--- config.mk ---
export PLATFORM = sky130hd
export DESIGN_NAME = lsu_rmw_ctrl
export DESIGN_NICKNAME = d
export VERILOG_FILES = /design/src/rtl/lsu_rmw_ctrl.sv
export SDC_FILE = /design/constraint.sdc
export NUM_CORES = 1
export LEC_CHECK = 0
export CAP_MARGIN = 20
export CORE_MARGIN = 3
export CORE_UTILIZATION = 45
export CTS_CLUSTER_SIZE = 20
export DETAILED_ROUTE_END_ITERATION = 16
export HOLD_SLACK_MARGIN = 0.02
export PLACE_DENSITY = 0.88
export SLEW_MARGIN = 0
export SYNTH_ARGS = -nofsm -noshare
export SYNTH_HDL_FRONTEND = slang
export SYNTH_SLANG_ARGS = --single-unit
--- constraint.sdc ---
create_clock -name i_clk -period 10.45 [get_ports i_clk]
set_input_delay 1.045 -clock i_clk [delete_from_list [all_inputs] [get_ports i_clk]]
set_output_delay 1.045 -clock i_clk [all_outputs]
set_load 0.005 [all_outputs]
--- src/rtl/lsu_rmw_ctrl.sv ---
// Load/store unit: turns byte-addressed LB/LH/LW/LBU/LHU/SB/SH/SW requests into
// word-wide memory accesses, with sub-word stores done as a read-modify-write.
module lsu_rmw_ctrl #(
    parameter int unsigned MEM_WORDS = 256
) (
    input  logic        i_clk,
    input  logic        i_reset,
    input  logic        i_req,
    input  logic        i_we,
    input  logic [1:0]  i_size,
    input  logic        i_unsigned,
    input  logic [31:0] i_addr,
    input  logic [31:0] i_wdata,
    output logic        o_ready,
    output logic        o_done,
    output logic        o_err,
    output logic [31:0] o_rdata,
    output logic [31:0] o_mem_addr,
    output logic [31:0] o_mem_wdata,
    output logic        o_mem_wren,
    input  logic [31:0] i_mem_rdata
);

    localparam int unsigned WIDX_W = 30;
    localparam logic [1:0]  SZ_BYTE = 2'b00;
    localparam logic [1:0]  SZ_HALF = 2'b01;
    localparam logic [1:0]  SZ_WORD = 2'b10;

    typedef enum logic [1:0] {IDLE, ACCESS, WRITE, RESP} state_e;

    state_e      state_q;
    logic        we_q;
    logic [1:0]  size_q;
    logic        unsigned_q;
    logic [31:0] addr_q;
    logic [31:0] wdata_q;
    logic        err_q;
    logic [31:0] merge_q;
    logic [31:0] rdata_q;

    logic        req_err;
    logic [7:0]  byte_sel;
    logic [15:0] half_sel;
    logic [31:0] load_data;
    logic [31:0] merge_data;

    // Request legality: alignment, size encoding and word-index range.
    always_comb begin
        req_err = 1'b0;
        case (i_size)
            SZ_BYTE: req_err = 1'b0;
            SZ_HALF: req_err = i_addr[0];
            SZ_WORD: req_err = |i_addr[1:0];
            default: req_err = 1'b1;
        endcase
        if (i_addr[31:2] >= WIDX_W'(MEM_WORDS)) begin
            req_err = 1'b1;
        end
    end

    // Lane extraction and extension for loads.
    always_comb begin
        case (addr_q[1:0])
            2'd0:    byte_sel = i_mem_rdata[7:0];
            2'd1:    byte_sel = i_mem_rdata[15:8];
            2'd2:    byte_sel = i_mem_rdata[23:16];
            default: byte_sel = i_mem_rdata[31:24];
        endcase
        half_sel = addr_q[1] ? i_mem_rdata[31:16] : i_mem_rdata[15:0];
        case (size_q)
            SZ_BYTE: load_data = unsigned_q ? {24'h0, byte_sel}
                                            : {{24{byte_sel[7]}}, byte_sel};
            SZ_HALF: load_data = unsigned_q ? {16'h0, half_sel}
                                            : {{16{half_sel[15]}}, half_sel};
            default: load_data = i_mem_rdata;
        endcase
    end

    // Sub-word store merge: only the addressed lane is replaced.
    always_comb begin
        merge_data = i_mem_rdata;
        if (size_q == SZ_BYTE) begin
            case (addr_q[1:0])
                2'd0:    merge_data[7:0]   = wdata_q[7:0];
                2'd1:    merge_data[15:8]  = wdata_q[7:0];
                2'd2:    merge_data[23:16] = wdata_q[7:0];
                default: merge_data[31:24] = wdata_q[7:0];
            endcase
        end else if (addr_q[1]) begin
            merge_data[31:16] = wdata_q[15:0];
        end else begin
            merge_data[15:0] = wdata_q[15:0];
        end
    end

    always_ff @(posedge i_clk or posedge i_reset) begin
        if (i_reset) begin
            state_q    <= IDLE;
            we_q       <= 1'b0;
            size_q     <= 2'b00;
            unsigned_q <= 1'b0;
            addr_q     <= 32'h0;
            wdata_q    <= 32'h0;
            err_q      <= 1'b0;
            merge_q    <= 32'h0;
            rdata_q    <= 32'h0;
        end else begin
            case (state_q)
                IDLE: begin
                    if (i_req) begin
                        we_q       <= i_we;
                        size_q     <= i_size;
                        unsigned_q <= i_unsigned;
                        addr_q     <= i_addr;
                        wdata_q    <= i_wdata;
                        err_q      <= req_err;
                        state_q    <= req_err ? RESP : ACCESS;
                    end
                end
                ACCESS: begin
                    if (!we_q) begin
                        rdata_q <= load_data;
                        state_q <= RESP;
                    end else if (size_q == SZ_WORD) begin
                        state_q <= RESP;
                    end else begin
                        merge_q <= merge_data;
                        state_q <= WRITE;
                    end
                end
                WRITE:   state_q <= RESP;
                RESP:    state_q <= IDLE;
                default: state_q <= IDLE;
            endcase
        end
    end

    // Word stores write straight from ACCESS; sub-word stores write the merged word in WRITE.
    assign o_mem_wren  = (state_q == WRITE) ||
                         ((state_q == ACCESS) && we_q && (size_q == SZ_WORD));
    assign o_mem_wdata = (state_q == WRITE) ? merge_q : wdata_q;
    assign o_mem_addr  = {2'b00, addr_q[31:2]};
    assign o_ready     = (state_q == IDLE);
    assign o_done      = (state_q == RESP);
    assign o_err       = (state_q == RESP) && err_q;
    assign o_rdata     = rdata_q;

endmodule

== Yosys cells after proc, flatten, opt, wreduce, memory -nomap -nowiden ==
Index checks and enable logic that the tools add are counted.

* Register bits after elaboration: 135
* Input bits: 103
* Logic and storage cells: 55

* $lt $le $gt $ge: 1
* Eq/ne operators: 10
* Muxes and demuxes: 20
* Bitwise operators: 2
* Reduce and logical (&&, ||, !) cells: 13

{| class="wikitable"
|+ Operators with widths
! operator !! number
|-
| 2-to-1 mux 32 bit || 4
|-
| one-hot mux 32 bit (2 select lines) || 1
|-
| 2-to-1 mux 16 bit || 3
|-
| 2-to-1 mux 8 bit || 4
|-
| >= comparator 30 x 9 -> 1 bit (second input constant) || 1
|-
| one-hot mux 8 bit (3 select lines) || 1
|-
| == test 2 bit (second input constant) || 5
|-
| == test 2 x 1 -> 1 bit (second input constant) || 4
|-
| logical NOT 2 bit || 4
|-
| one-hot mux 2 bit (4 select lines) || 1
|-
| 2-to-1 mux 2 bit || 2
|-
| AND reduction 2 bit || 2
|-
| logical AND 1 bit || 3
|-
| 2-to-1 mux 1 bit || 3
|-
| one-hot mux 1 bit (3 select lines) || 1
|-
| AND reduction 3 bit || 1
|-
| OR reduction 3 bit || 1
|-
| inequality test 2 bit (second input constant) || 1
|-
| inverter 1 bit || 2
|-
| OR reduction 2 bit || 1
|-
| logical OR 1 bit || 1
|}

== Logic depth before layout (Yosys ltp) ==
* Depth after elaboration: 6
* Depth in mapped cells: 7
* Depth with buffers taken out: 6

== Least setup slack after synthesis ==
Ideal clock, no wire load.

* Path type: reg-to-output
* From: register state_q[0]
* To: output o_mem_wdata[10]
* Arrival: 1.396 ns
* Data required time: 9.405 ns
* Setup slack: 8.009 ns
* Stages on the path, launching flop included: 6
* Path buffers: 2
* Cell sequence: dfrtp_1 inv_1 ha_1 clkbuf_1 buf_2 mux2_2

* Cells in the longest elaborated chain, start to end: 2

{| class="wikitable"
|+ RTL lines
! element !! line !! RTL
|-
| start, declared || 31 || <nowiki>state_e state_q;</nowiki>
|-
| start signal, assigned || 117 || <nowiki>state_q <= req_err ? RESP : ACCESS;</nowiki>
|-
| == test 2 bit || 141 || <nowiki>assign o_mem_wdata = (state_q == WRITE) ? merge_q : wdata_q;</nowiki>
|-
| 2-to-1 mux 32 bit || 141 ||
|-
| end, declared || 19 || <nowiki>output logic [31:0] o_mem_wdata,</nowiki>
|}

No other way between the ends.

== Worst setup path in the final report ==
* From: register state_q[0]
* To: output o_mem_wdata[21]

The elaborated chain is that of the path after synthesis.

==> impl_results.md <==
- Crit. End Element: primary output
- Clk Latency, worst-skew pair: 0.41 ns
- Min Tclk post-route: 3.41 ns
- Post-Route WL: roughly 20000 microns
- Grt total ovfl: 0
- Post-synth EDFFs: 0
- Startpoint Class: flop
- Worst slew pin tran: 0.969 ns
- Post-route setup slack: approximately 7.0 ns
- Req. time, crit path: 9.41 ns
- Status: finished clean
- Area of the multi-input gates: roughly 3000 sq um
- Layout cells sized above 1: between 20% and 30%
- Vias per cell: 5.61
- DRT antenna net count: 0
- Residual DRC count: 0
- Initial Utilization: 46.2%
- CP Class: reg -> out
- Routed wire per std cell: 20.1 microns
- Core Util, Final: between 60 and 70%
- Root Buffer: clkbuf_16
- Final Cycle Share: 32.6%
- Seq/Total Area, Yosys: 49.9%
- FILL cells: 1145
- Inserted Diodes: 0
- Largest net degree at the start of global routing: 79
- Yosys warnings: 0
- Max-Cap Viols: 0
- Power density over the cells: roughly 330 nW/um^2
- First-pass GRT wire length: 29900 microns
- Grt met2 use: 37.7%
- Most used DFF post-synth: dfrtp_1
- Setup TNS: 0 ns
- Met1 Use GR: roughly 30%
- Final Hold Violating Endpoints: 0
- RSZ-0062 raised after global routing: no
- Initial antenna violation count: 0
- Async S/R FF share, synth: 100%
- LEAKAGE: roughly 3.8 nW
- HPWL Detailed: 13900 microns
- Worst VDD drop: 164 uV
- Synthesized instance count: 620
- FF+latch count, synth: 135
- DIE HEIGHT: 129 microns
- I/O pin cnt: 203
- CTS clock-pin slew for the worst setup and hold paths: 0.06 ns
- Placer Congestion: 0.862
- Post-CTS setup buffers: 0
- Layout area overhead: 36.0%
- WP data arrival: 2.36 ns
- Layout Skew: 0.00990 ns
- Met3 Usage GRT: 8.51%
- Worst slew margin: 35.4%
- CTS tree: yes
- Global-route layer with the greatest usage: met2
- GRT Total Usage: 23.7%
- CTS buffer count: 17
- Hold-fix buffers at CTS: 0
- 1st-pass router iterations: 5
- Fin nets: around 900
- IO buf count: 200
- Hold Crit Class: reg -> reg
- Via count: approximately 5.5k
- Place WS: 7.39 ns
- Die area: 16600 sq um
- Initial detailed-routing violation count: 345
- TritonCTS Sinks: roughly 140
- Final Slew Violations: 0
- Core Box Area: 14600 sq um
- Mean post-synth cell area: 10.9 sq um
- Mapped cell area: 6770 sq um
- Register area: roughly 3400 sq um
- Vias in the first global route: between 5k and 6k
- Rows: 44
- Die Width: 129 microns
- CTS H-tree depth: 4
- Clock Tree Buf Depth: 2
- CTS resizes: 0
- Design Power: between 0.003 and 0.004 W
- Max frequency: around 290 MHz
- Final setup vio count: 0
- Worst Path Max Fanout: 33
- Distinct cells, synth: 45
[cells in the mapped netlist (all sizes together) (3+ instances only)]
library cell | count | share of area [%]
nand3 | 5 | 0.37
inv | 4 | 0.22
a22oi | 3 | 0.41
o21ai | 68 | 5.0
or3 | 7 | 0.65
nand2 | 67 | 4.0
nand2b | 5 | 0.46
buf | 51 | 5.4
clkbuf | 20 | 1.1
a21oi | 31 | 2.3
nor2 | 27 | 1.6
dfrtp | 135 | 50
nor2b | 10 | 0.92
o22ai | 21 | 1.9
mux2i | 20 | 3.0
ha | 4 | 0.74
o22a | 6 | 0.78
mux2 | 113 | 19
nor4 | 5 | 0.46
[per-layer routing]
metal	share of wire (%)	up-vias	wire length, microns
li1	-	2472	-
met1	41	2635	8010
met2	46	283	9000
met3	9.5	61	1850
met4	3.4	0	660
met5	0	-	0
[worst paths after layout]
path / to / slack, ns / cells past startpoint / startpoint
min in group asynchronous: merge_q[12] / 1.07 / 2 / i_reset
worst max-delay path: o_mem_wdata[21] / 7.04 / 5 / state_q[0]
worst min-delay path: o_rdata[7] / 0.48 / 1 / o_rdata[7]
max in group asynchronous: merge_q[11] / 7.97 / 3 / i_reset
worst max register to register: o_rdata[4] / 8.33 / 4 / size_q[0]
worst min register to register: o_rdata[7] / 0.48 / 1 / o_rdata[7]
[metrics by stage]
step / area [sq um] / cells / hold WS, ns
finish: 9210 / 972 / 0.477
global route: 9210 / 972 / 0.508
CTS: 9170 / 970 / 0.482
detailed placement: 8620 / 938 / 0.469
global placement: 8620 / 938 / 0.458
floorplan: 6780 / 621 / 0.442
[placed cells by master, fill, tap and decap left out, types with 4 or more instances in the layout]
master	Yosys	final
nor2b_1	10	9
o21ai_1	15	15
nor2_1	25	25
o21ai_0	53	53
clkbuf_1	20	4
o22ai_1	21	21
nand2_1	66	65
clkbuf_16	0	17
clkdlybuf4s50_1	0	200
ha_1	4	4
clkinv_2	0	5
a21oi_1	31	31
o22a_1	6	6
mux2_2	111	111
dfrtp_1	135	135
nor4_1	5	5
nand2b_1	5	5
buf_4	33	4
mux2i_1	20	20
or3_1	7	7
nand3_1	5	4
[worst max-delay path, stage by stage, from the launching register on]
cell and delay, ns:
dfrtp_1 0.41, inv_1 0.12, ha_1 0.17, buf_4 0.37, mux2_2 0.39, clkdlybuf4s50_1 0.46
[flip-flops by register name, summed over array words and instances, names as in the netlist]
register and count:
o_rdata 32, unsigned_q 1, wdata_q 32, merge_q 32
addr_q 32, we_q 1, state_q 2, size_q 2
err_q 1
[kinds of logic (layout without fill, tap and decap cells)]
family,count (synthesis),count (layout),synth area share (%)
muxes,133,133,21.8
adders and majority gates,4,4,0.739
other,1,2,0.0554
and+or+nand+nor,133,133,9.20
buffers and inverters,76,243,6.74
AOI/OAI and AO/OA,138,138,11.6
DFF,135,135,49.9
[cell type report]
| cell class | count | share of cell area (%) |
|---|---|---|
| sequential | 135 | 36.7 |
| multi-input combinational | 410 | 32.1 |
| timing repair buffer | 206 | 22.4 |
| clock buffer | 24 | 5.23 |
| tap | 184 | 2.50 |
| clock inverter | 8 | 0.788 |
| inverter | 5 | 0.258 |
[where the power goes]
| part | internal (W) | switching [W] |
|---|---|---|
| Clock | 0.000345 | 0.000217 |
| Sequential | 0.000793 | 0.000221 |
| Combinational | 0.000863 | 0.000610 |
| Total | 0.00200 | 0.00105 |
Power figures use the tool's default switching activity.
